### src/rtl/proc_pkg.sv
// proc_pkg: definitions shared by the processor control path.
//   - instruction format widths (IW, RA, IMM_W)
//   - opcode values, ALU operation encodings (also used by the ALU),
//     PC source select encodings
//   - control FSM state encoding and decoded instruction classes
//   - sign_ext_imm(): widens the instruction immediate to IW bits
package proc_pkg;

  localparam int IW    = 16;  // instruction / datapath width
  localparam int RA    = 3;   // register-file address width
  localparam int IMM_W = 6;   // immediate field width

  // Opcodes 0x0-0x7 are R-type; 0xD and 0xE are undefined.
  typedef enum logic [3:0] {
    OP_ADDI = 4'h8,
    OP_LW   = 4'h9,
    OP_SW   = 4'hA,
    OP_BEQ  = 4'hB,
    OP_JMP  = 4'hC,
    OP_HALT = 4'hF
  } opcode_t;

  typedef enum logic [2:0] {
    ALU_ADD  = 3'b000,
    ALU_SUB  = 3'b001,
    ALU_SHR  = 3'b010,
    ALU_SHL  = 3'b011,
    ALU_NAND = 3'b100,
    ALU_OR   = 3'b101,
    ALU_DIR  = 3'b110,
    ALU_SAR  = 3'b111
  } alu_op_t;

  typedef enum logic [1:0] {
    PC_SEL_INC = 2'b00,  // PC + 1
    PC_SEL_BR  = 2'b01,  // PC + 1 + imm
    PC_SEL_JMP = 2'b10   // register-file read port 1
  } pc_sel_t;

  typedef enum logic [3:0] {
    ST_FETCH  = 4'd0,
    ST_DECODE = 4'd1,
    ST_EXEC   = 4'd2,
    ST_FLAG   = 4'd3,
    ST_BR     = 4'd4,
    ST_MEM    = 4'd5,
    ST_WB     = 4'd6,
    ST_HALT   = 4'd7,
    ST_TRAP   = 4'd8
  } state_t;

  typedef enum logic [2:0] {
    CLS_RTYPE   = 3'd0,
    CLS_ADDI    = 3'd1,
    CLS_LW      = 3'd2,
    CLS_SW      = 3'd3,
    CLS_BEQ     = 3'd4,
    CLS_JMP     = 3'd5,
    CLS_HALT    = 3'd6,
    CLS_ILLEGAL = 3'd7
  } op_class_t;

  function automatic logic [IW-1:0] sign_ext_imm(input logic [IMM_W-1:0] imm);
    return {{(IW-IMM_W){imm[IMM_W-1]}}, imm};
  endfunction

endpackage

### src/rtl/instr_decode.sv
// instr_decode: purely combinational decode of the latched instruction.
// Ports:
//   ir        in   IW  latched instruction register
//   op_class  out  3   decoded instruction class (op_class_t encoding)
//   alu_op    out  3   ALU operation to use in EXEC
//   alu_src_b out  1   0 = register port 2, 1 = immediate
//   imm_out   out  IW  sign-extended ir[5:0]
//   rs1       out  RA  ir[8:6]
//   rs2       out  RA  ir[5:3]
//   rd        out  RA  ir[11:9]
module instr_decode
  import proc_pkg::*;
(
  input  logic [IW-1:0] ir,
  output logic [2:0]    op_class,
  output logic [2:0]    alu_op,
  output logic          alu_src_b,
  output logic [IW-1:0] imm_out,
  output logic [RA-1:0] rs1,
  output logic [RA-1:0] rs2,
  output logic [RA-1:0] rd
);

  assign imm_out = sign_ext_imm(ir[IMM_W-1:0]);
  assign rs1     = ir[8:6];
  assign rs2     = ir[5:3];
  assign rd      = ir[11:9];

  // Opcode -> class and ALU controls; memory ops compute rs1+imm, BEQ subtracts
  always_comb begin
    op_class  = CLS_ILLEGAL;
    alu_op    = ALU_DIR;
    alu_src_b = 1'b0;
    if (ir[15] == 1'b0) begin
      // R-type: the low opcode bits are the ALU operation itself
      op_class  = CLS_RTYPE;
      alu_op    = ir[14:12];
      alu_src_b = 1'b0;
    end else begin
      case (ir[15:12])
        OP_ADDI: begin
          op_class  = CLS_ADDI;
          alu_op    = ALU_ADD;
          alu_src_b = 1'b1;
        end
        OP_LW: begin
          op_class  = CLS_LW;
          alu_op    = ALU_ADD;
          alu_src_b = 1'b1;
        end
        OP_SW: begin
          op_class  = CLS_SW;
          alu_op    = ALU_ADD;
          alu_src_b = 1'b1;
        end
        OP_BEQ: begin
          op_class  = CLS_BEQ;
          alu_op    = ALU_SUB;
          alu_src_b = 1'b0;
        end
        OP_JMP:  op_class = CLS_JMP;
        OP_HALT: op_class = CLS_HALT;
        default: op_class = CLS_ILLEGAL;
      endcase
    end
  end

endmodule

### src/rtl/ctrl_fsm.sv
// ctrl_fsm: multicycle control unit of the 16-bit processor.
// Fetches and latches one instruction at a time, decodes it and sequences
// EXEC / FLAG / BR / MEM / WB, driving the ALU, register file, data memory
// and PC controls.
// Ports:
//   clk, rst            clock; asynchronous active-high reset
//   imem_req/imem_ack   instruction fetch handshake, instr = fetched word
//   dmem_req/dmem_we    data access request (we: 1 = store), dmem_ack done
//   alu_op, alu_src_b   ALU operation and operand-B select
//   imm_out             sign-extended immediate
//   rf_ra1/rf_ra2/rf_wa register-file read/write addresses
//   rf_we, wb_sel       register write strobe, writeback source
//   pc_we, pc_sel       PC update strobe and source
//   z_in                registered ALU zero flag
//   halted, illegal     sticky terminal-state indicators
module ctrl_fsm
  import proc_pkg::*;
(
  input  logic          clk,
  input  logic          rst,
  output logic          imem_req,
  input  logic          imem_ack,
  input  logic [IW-1:0] instr,
  output logic          dmem_req,
  output logic          dmem_we,
  input  logic          dmem_ack,
  output logic [2:0]    alu_op,
  output logic          alu_src_b,
  output logic [IW-1:0] imm_out,
  output logic [RA-1:0] rf_ra1,
  output logic [RA-1:0] rf_ra2,
  output logic [RA-1:0] rf_wa,
  output logic          rf_we,
  output logic          wb_sel,
  output logic          pc_we,
  output logic [1:0]    pc_sel,
  input  logic          z_in,
  output logic          halted,
  output logic          illegal
);

  state_t        state_r;
  state_t        state_next_s;
  logic [IW-1:0] ir_r;
  logic          halted_r;
  logic          illegal_r;

  logic [2:0]    dec_class_s;
  logic [2:0]    dec_alu_op_s;
  logic          dec_src_b_s;
  logic [IW-1:0] dec_imm_s;
  logic [RA-1:0] dec_rs1_s;
  logic [RA-1:0] dec_rs2_s;
  logic [RA-1:0] dec_rd_s;

  logic          imem_req_s;
  logic          dmem_req_s;
  logic          dmem_we_s;
  logic          rf_we_s;
  logic          wb_sel_s;
  logic          pc_we_s;
  logic [1:0]    pc_sel_s;
  logic [2:0]    alu_op_s;
  logic          alu_src_b_s;
  logic [RA-1:0] rf_ra2_s;

  instr_decode u_decode (
    .ir        (ir_r),
    .op_class  (dec_class_s),
    .alu_op    (dec_alu_op_s),
    .alu_src_b (dec_src_b_s),
    .imm_out   (dec_imm_s),
    .rs1       (dec_rs1_s),
    .rs2       (dec_rs2_s),
    .rd        (dec_rd_s)
  );

  // State register
  always_ff @(posedge clk or posedge rst) begin
    if (rst) begin
      state_r <= ST_FETCH;
    end else begin
      state_r <= state_next_s;
    end
  end

  // Instruction register: loaded only by an ack that answers our own fetch
  always_ff @(posedge clk or posedge rst) begin
    if (rst) begin
      ir_r <= {IW{1'b0}};
    end else if ((state_r == ST_FETCH) && imem_ack) begin
      ir_r <= instr;
    end
  end

  // Sticky terminal flags, set on the DECODE -> HALT / TRAP transition
  always_ff @(posedge clk or posedge rst) begin
    if (rst) begin
      halted_r  <= 1'b0;
      illegal_r <= 1'b0;
    end else begin
      if ((state_r == ST_DECODE) && (dec_class_s == CLS_HALT)) begin
        halted_r <= 1'b1;
      end
      if ((state_r == ST_DECODE) && (dec_class_s == CLS_ILLEGAL)) begin
        illegal_r <= 1'b1;
      end
    end
  end

  // Next-state and control outputs; ALU controls are held from EXEC onward
  always_comb begin
    state_next_s = state_r;
    imem_req_s   = 1'b0;
    dmem_req_s   = 1'b0;
    dmem_we_s    = 1'b0;
    rf_we_s      = 1'b0;
    wb_sel_s     = 1'b0;
    pc_we_s      = 1'b0;
    pc_sel_s     = PC_SEL_INC;
    alu_op_s     = ALU_DIR;
    alu_src_b_s  = 1'b0;
    rf_ra2_s     = dec_rs2_s;
    case (state_r)
      ST_FETCH: begin
        imem_req_s = 1'b1;
        if (imem_ack) begin
          state_next_s = ST_DECODE;
        end else begin
          state_next_s = ST_FETCH;
        end
      end
      ST_DECODE: begin
        case (dec_class_s)
          CLS_JMP: begin
            pc_we_s      = 1'b1;
            pc_sel_s     = PC_SEL_JMP;
            state_next_s = ST_FETCH;
          end
          CLS_HALT:    state_next_s = ST_HALT;
          CLS_ILLEGAL: state_next_s = ST_TRAP;
          default:     state_next_s = ST_EXEC;
        endcase
      end
      ST_EXEC: begin
        alu_op_s    = dec_alu_op_s;
        alu_src_b_s = dec_src_b_s;
        // BEQ compares rs1 against rd, so rd goes out on read port 2
        if (dec_class_s == CLS_BEQ) begin
          rf_ra2_s = dec_rd_s;
        end else begin
          rf_ra2_s = dec_rs2_s;
        end
        case (dec_class_s)
          CLS_LW, CLS_SW: state_next_s = ST_MEM;
          CLS_BEQ:        state_next_s = ST_FLAG;
          default:        state_next_s = ST_WB;
        endcase
      end
      ST_FLAG: begin
        // z_in lags the ALU result by one cycle; it is valid in BR
        alu_op_s     = dec_alu_op_s;
        alu_src_b_s  = dec_src_b_s;
        state_next_s = ST_BR;
      end
      ST_BR: begin
        alu_op_s     = dec_alu_op_s;
        alu_src_b_s  = dec_src_b_s;
        pc_we_s      = 1'b1;
        if (z_in) begin
          pc_sel_s = PC_SEL_BR;
        end else begin
          pc_sel_s = PC_SEL_INC;
        end
        state_next_s = ST_FETCH;
      end
      ST_MEM: begin
        alu_op_s    = dec_alu_op_s;
        alu_src_b_s = dec_src_b_s;
        dmem_req_s  = 1'b1;
        dmem_we_s   = (dec_class_s == CLS_SW);
        // Store data comes from rd on read port 2
        if (dec_class_s == CLS_SW) begin
          rf_ra2_s = dec_rd_s;
        end else begin
          rf_ra2_s = dec_rs2_s;
        end
        if (dmem_ack) begin
          if (dec_class_s == CLS_SW) begin
            pc_we_s      = 1'b1;
            pc_sel_s     = PC_SEL_INC;
            state_next_s = ST_FETCH;
          end else begin
            state_next_s = ST_WB;
          end
        end else begin
          state_next_s = ST_MEM;
        end
      end
      ST_WB: begin
        alu_op_s     = dec_alu_op_s;
        alu_src_b_s  = dec_src_b_s;
        rf_we_s      = 1'b1;
        wb_sel_s     = (dec_class_s == CLS_LW);
        pc_we_s      = 1'b1;
        pc_sel_s     = PC_SEL_INC;
        state_next_s = ST_FETCH;
      end
      ST_HALT: state_next_s = ST_HALT;
      ST_TRAP: state_next_s = ST_TRAP;
      default: state_next_s = ST_FETCH;
    endcase
  end

  // Requests and strobes are forced low for the whole reset window, since
  // the state register already reads FETCH while rst is still high.
  assign imem_req  = imem_req_s & ~rst;
  assign dmem_req  = dmem_req_s & ~rst;
  assign rf_we     = rf_we_s & ~rst;
  assign pc_we     = pc_we_s & ~rst;
  assign dmem_we   = dmem_we_s;
  assign wb_sel    = wb_sel_s;
  assign pc_sel    = pc_sel_s;
  assign alu_op    = alu_op_s;
  assign alu_src_b = alu_src_b_s;
  assign imm_out   = dec_imm_s;
  assign rf_ra1    = dec_rs1_s;
  assign rf_ra2    = rf_ra2_s;
  assign rf_wa     = dec_rd_s;
  assign halted    = halted_r;
  assign illegal   = illegal_r;

endmodule

### config.mk
export PLATFORM = sky130hd
export DESIGN_NAME = ctrl_fsm
export DESIGN_NICKNAME = d
export VERILOG_FILES = /design/src/rtl/proc_pkg.sv /design/src/rtl/instr_decode.sv /design/src/rtl/ctrl_fsm.sv
export SDC_FILE = /design/constraint.sdc
export NUM_CORES = 1
export LEC_CHECK = 0
export BUFFER_PORTS_ARGS = -buffer_cell sky130_fd_sc_hd__buf_2
export CAP_MARGIN = 20
export CORE_ASPECT_RATIO = 0.8
export CORE_MARGIN = 2
export CORE_UTILIZATION = 43
export CTS_CLUSTER_DIAMETER = 100
export CTS_CLUSTER_SIZE = 14
export DETAILED_ROUTE_END_ITERATION = 8
export PLACE_DENSITY_LB_ADDON = 0.25
export RECOVER_POWER = 100
export SLEW_MARGIN = 20
export SYNTH_ARGS = -nofsm -noshare
export SYNTH_HDL_FRONTEND = slang
export SYNTH_SLANG_ARGS = --single-unit
### constraint.sdc
create_clock -name clk -period 1.5 [get_ports clk]
set_input_delay 0.225 -clock clk [delete_from_list [all_inputs] [get_ports clk]]
set_output_delay 0.225 -clock clk [all_outputs]
set_load 0.02 [all_outputs]
# Word-level counts from Yosys, hierarchy flattened
# Index checks and enable logic that the tools add are counted.
# W data, S select, Z words.
[word_totals]
reg_bits = 22
input_bits = 21
output_inout_bits = 39
[classes]
eq_ne = 20
n_mux = 29
bitwise = 5
n_reduce_logical = 8
[op_table]
columns = ["cell", "n"]
rows = [
  ["$eq A4 B4 Y1 const B", 7],
  ["$pmux W4 S7", 1],
  ["$mux W3", 6],
  ["$pmux W3 S2", 3],
  ["$pmux W3 S6", 1],
  ["$eq A4 B3 Y1 const B", 4],
  ["$mux W1", 13],
  ["$eq A3 B3 Y1 const B", 4],
  ["$pmux W4 S3", 1],
  ["$eq A4 B2 Y1 const B", 2],
  ["$eq A3 B2 Y1 const B", 2],
  ["$reduce_or A5 Y1", 1],
  ["$and A1 B1 Y1", 4],
  ["$eq A4 B1 Y1 const B", 1],
  ["$logic_not A4 Y1", 1],
  ["$mux W4", 1],
  ["$pmux W2 S2", 1],
  ["$reduce_or A2 Y1", 2],
  ["$logic_and A1 B1 Y1", 3],
  ["$pmux W1 S3", 1],
  ["$reduce_or A3 Y1", 1],
  ["$mux W2", 1],
  ["$not A1 Y1", 1],
]

# Depth between registers and ports, before layout
[depth]
depth_word = 8
depth_mapped = 5
ltp_nobuf = 4

# By module
# Synthesis repeated with hierarchy kept, for this count alone.
[hier_totals]
hier_cells = 137
hier_area_um2 = 1471.4
[by_module_without_submodules]
columns = ["mod", "n_inst", "cells_per_inst", "area_per_inst_um2", "seq_area_each_um2"]
rows = [
  ["ctrl_fsm", 1, 100, 1204.9, 550.5],
  ["instr_decode", 1, 37, 266.5, 0.0],
]

# Worst setup path before layout
# No wires, ideal clock.
[synth_timing]
path_type = "register -> output"
startpoint = "register state_r[1]"
endpoint = "output port pc_we"
arrival_time_ps = 1758
required_time_ps = 1275
setup_slack_ps = -483
stages_incl_launch_ff = 6
path_buffers = 1
cell_sequence = "dfrtp_1 -> buf_2 -> nand4b_1 -> nor4b_2 -> a21oi_1 -> a21oi_1"
[synth_between]
elab_chain_cells = 4
word_cells_on_any_way = 7
classes_between = "eq/ne: 4; mux: 1; bitwise: 1; reduce/logical: 1"
[synth_lines]
columns = ["element", "line", "text"]
rows = [
  ["start: declaration", "ctrl_fsm.sv:42", "state_t state_r;"],
  ["start signal: assignment", "ctrl_fsm.sv:83", "state_r <= state_next_s;"],
  ["$eq A4 B3 Y1", "ctrl_fsm.sv:124", "case (state_r)"],
  ["$reduce_or A2 Y1 (no source line)", "--", ""],
  ["$pmux W1 S3 *", "ctrl_fsm.sv:124", ""],
  ["$and A1 B1 Y1 *", "ctrl_fsm.sv:220", "assign pc_we = pc_we_s & ~rst;"],
  ["end: declaration", "ctrl_fsm.sv:35", "output logic pc_we,"],
]
# Mark *: on every way between the ends. The rest lies on a longest branch, timed or not.

# Final worst setup path
[layout_timing]
startpoint = "register state_r[2]"
endpoint = "output port rf_ra2[1]"
[layout_between]
elab_chain_cells = 2
word_cells_on_any_way = 3
classes_between = "eq/ne: 2; mux: 1"
[layout_lines]
columns = ["element", "line", "text"]
rows = [
  ["$eq A4 B3 Y1 or $eq A4 B2 Y1 (tied branches)", "ctrl_fsm.sv:124", ""],
  ["$pmux W3 S2 *", "ctrl_fsm.sv:124", ""],
  ["end: declaration", "ctrl_fsm.sv:31", "output logic [RA-1:0] rf_ra2,"],
]
# Marked as above.

==> impl_metrics.ini <==
[setup_path]
critPathMaxStageDelay_ps = 390
endpoint_kind = output port
critical_path_buf_inv_count = 1
cp.arrival_ps = 1850
worst-r2r-setup-slack_ps = -130
cp_cell_sequence = and4bb_2 > a31oi_1 > or3_4 > mux2_4 > buf_6
start_kind = flip-flop
required_ps = 1270
slowest_stage = dfrtp_1
crit_fanout = 3
timing.critical_path.max_delay_family = simple AND/OR/NAND/NOR gates
r2r_end = state_r[1]
timing.rr.start = ir_r[14]
path_class = flip-flop to output port
rr_worst_depth = 8

[clock_tree]
root_buffer = clkbuf_8
clkTransAtPathRegs_ps = 80
insertion_delay_ps = 260
cts_tree = yes
htreeDepth = 1
clk_path_buf_depth = 2
numClockSinks = 22
numCtsBuffers = 3
postCtsHoldBufs = 0

[timing]
setup-tns-final_ps = -5690
tightest_slew_ps = 1150
setup_viol = 23
worst_slack_ps = -574
finalMaxSlewViolations = 0
rsz0062_at_grt = true
fmax_ghz = 0.482
fin_skew_ps = 3.16
hold_viol = 0
slew_headroom_pct = 23.4
fin_crit_sh_pct = 138
period_minus_slack_ps = 2070

[global_route]
grt_pass1_wl_mm = 5.07
grt_pass1_vias = 1105
grt-ovfl-total = 0
grt_max_degree = 23
grt_usage_pct = 18.5
antenna_found_initial = 0

[route]
drt-pass1-iter-count = 6
vias_per_cell = 5.11
routed_wirelength_mm = 3.57
wl_per_cell_um = 14.6
drc_errors = 0
ant_nets = 0
vias = 1247
drt-initial-drc-count = 47

[synthesis]
synth_enable_flop_cells = 0
synth-compound-area-share_pct = 7.71
synthFlopType = dfrtp_1
yosysSeqAreaShare_pct = 39.4
synth_fp_nets = 156
synthesis.area_um2 = 1400
synth.ff_latch_count = 22
yosysWarnings = 0
ys_async_sr_fraction_pct = 100
ys_types = 36
synth.mux.area_fraction_pct = 16.8
syn_avg_cell_area_um2 = 10.3
synth_xor_area_share_pct = 0.627
synthCells = 135
synth_fa_ha_area_share_pct = 0
synth-simple-area-share_pct = 19.2
synth_top_family_by_area = simple AND/OR/NAND/NOR gates

[power]
vdd_drop_max_v = 0.000547
power_density_nw_per_um2 = 538
leakagePower_nw = 0.978

[job]
cap_violations = 0

[min_path]
hold_depth = 2
hp-class = input pin to flip-flop
hold_start = instr[9]
hold-path-endpoint = ir_r[9]

[placed_design]
portBuffers = 59
dp_hpwl_mm = 2.45
routabilityCongestion = 0.878
post_dp_cell_area_um2 = 1750

[die]
die_w_um = 67.7
initial_utilization_pct = 45.3
design.die.area_um2 = 3720
coreArea_um2 = 3090
rows = 18
die_h_um = 55.0
num_io_pins = 60

[finish]
utilization_pct = 63.3
num-fill-cells = 261
final_layout_size_suffix_gt1_share_pct = 54.9
antennaDiodeCount = 0
syn_to_final_growth_pct = 39.9
fin_area_um2 = 1950
nets = 226

[outcome]
failed_checks = setup timing
status = finished with violations
[area by class of cell]
class	instances	area, um^2	area share (%)
Clock buffer	4	55.1	2.82
Inverter	4	15.0	0.769
Multi-Input combinational cell	79	688	35.2
Sequential cell	22	553	28.3
Tap cell	40	50.0	2.56
Timing Repair Buffer	95	592	30.3
[worst max-delay path by stage]
stage | from | to | cells after the start
2_1_floorplan | state_r[1] | pc_we | 5
3_3_place_gp | state_r[0] | rf_ra2[2] | 5
3_5_place_dp | ir_r[12] | rf_ra2[1] | 5
4_1_cts | state_r[2] | rf_ra2[1] | 5
5_1_grt | state_r[2] | rf_ra2[1] | 5
6_report | state_r[2] | rf_ra2[1] | 5
[state kept, by name (all words and copies together) (netlist names)]
signal and cells:
ir_r 16, halted 1, state_r 4, illegal 1
[layout by cell type, fill, tap and decap left out, types with 3 or more instances in the layout]
cell / Yosys / routed
buf_4: 23 / 37
clkbuf_1: 2 / 26
buf_2: 4 / 25
dfrtp_1: 22 / 20
mux2_2: 16 / 16
nand2_1: 8 / 6
nand2b_1: 6 / 5
buf_6: 1 / 5
nor3_1: 6 / 4
nand3_1: 4 / 4
inv_1: 4 / 4
clkbuf_8: 0 / 4
a31oi_1: 3 / 3
mux2_4: 3 / 3
nor2b_1: 3 / 3
and3_1: 3 / 3
[metrics by stage]
stage                     setup slack, ps  cells  hold WS, ps  power [mW]
after floorplan                      -220    135          219       0.614
after global placement               -269    229          333       0.646
after detailed placement             -325    229          350       0.648
after CTS                            -552    239         68.9        1.07
after global routing                 -602    244          187        1.09
final                                -574    244          188        1.05
[cell usage after synthesis (all sizes together), types with 2 or more instances]
master	number	share of area [%]
nand3	5	2.2
and2b	2	1.3
nor3	6	2.2
nor2b	3	1.3
or3	2	1.3
a21oi	3	1.1
clkbuf	2	0.54
and4bb	2	1.8
dfrtp	22	39
a31oi	3	1.3
and3	3	1.3
buf	28	15
nand2b	6	2.7
inv	4	1.1
nand2	8	2.2
mux2	19	16
a32oi	2	1.3
nor2	3	0.81
[logic make-up (layout without fill, tap and decap cells)]
logic type,after synthesis,in the layout
and+or+nand+nor,43,43
xor gates and xnor gates,1,1
DFF,22,22
AOI/OAI and AO/OA,15,15
muxes,20,20
buffers and inverters,34,103
[what timing repair did]
action | in CTS | in global routing
gates resized for setup | 21 | 7
buffers inserted | 7 | 5
pin swaps | 8 | 2
endpoints found under the setup margin | 15 | 37
[power by group]
part / internal, mW / switching (mW)
sequential: 0.593 / 0
combinational: 0.0190 / 0.0224
clock: 0.234 / 0.184
total: 0.846 / 0.206
[per-layer routing]
| metal | GRT usage (%) | wire length (um) | vias to the layer above |
|---|---|---|---|
| li1 | - | - | 595 |
| met1 | 23.2 | 1460 | 601 |
| met2 | 32.2 | 1840 | 43 |
| met3 | 3.85 | 191 | 8 |
| met4 | 5.78 | 71 | 0 |
| met5 | 0 | 0 | - |
Power figures use the tool's default switching activity.
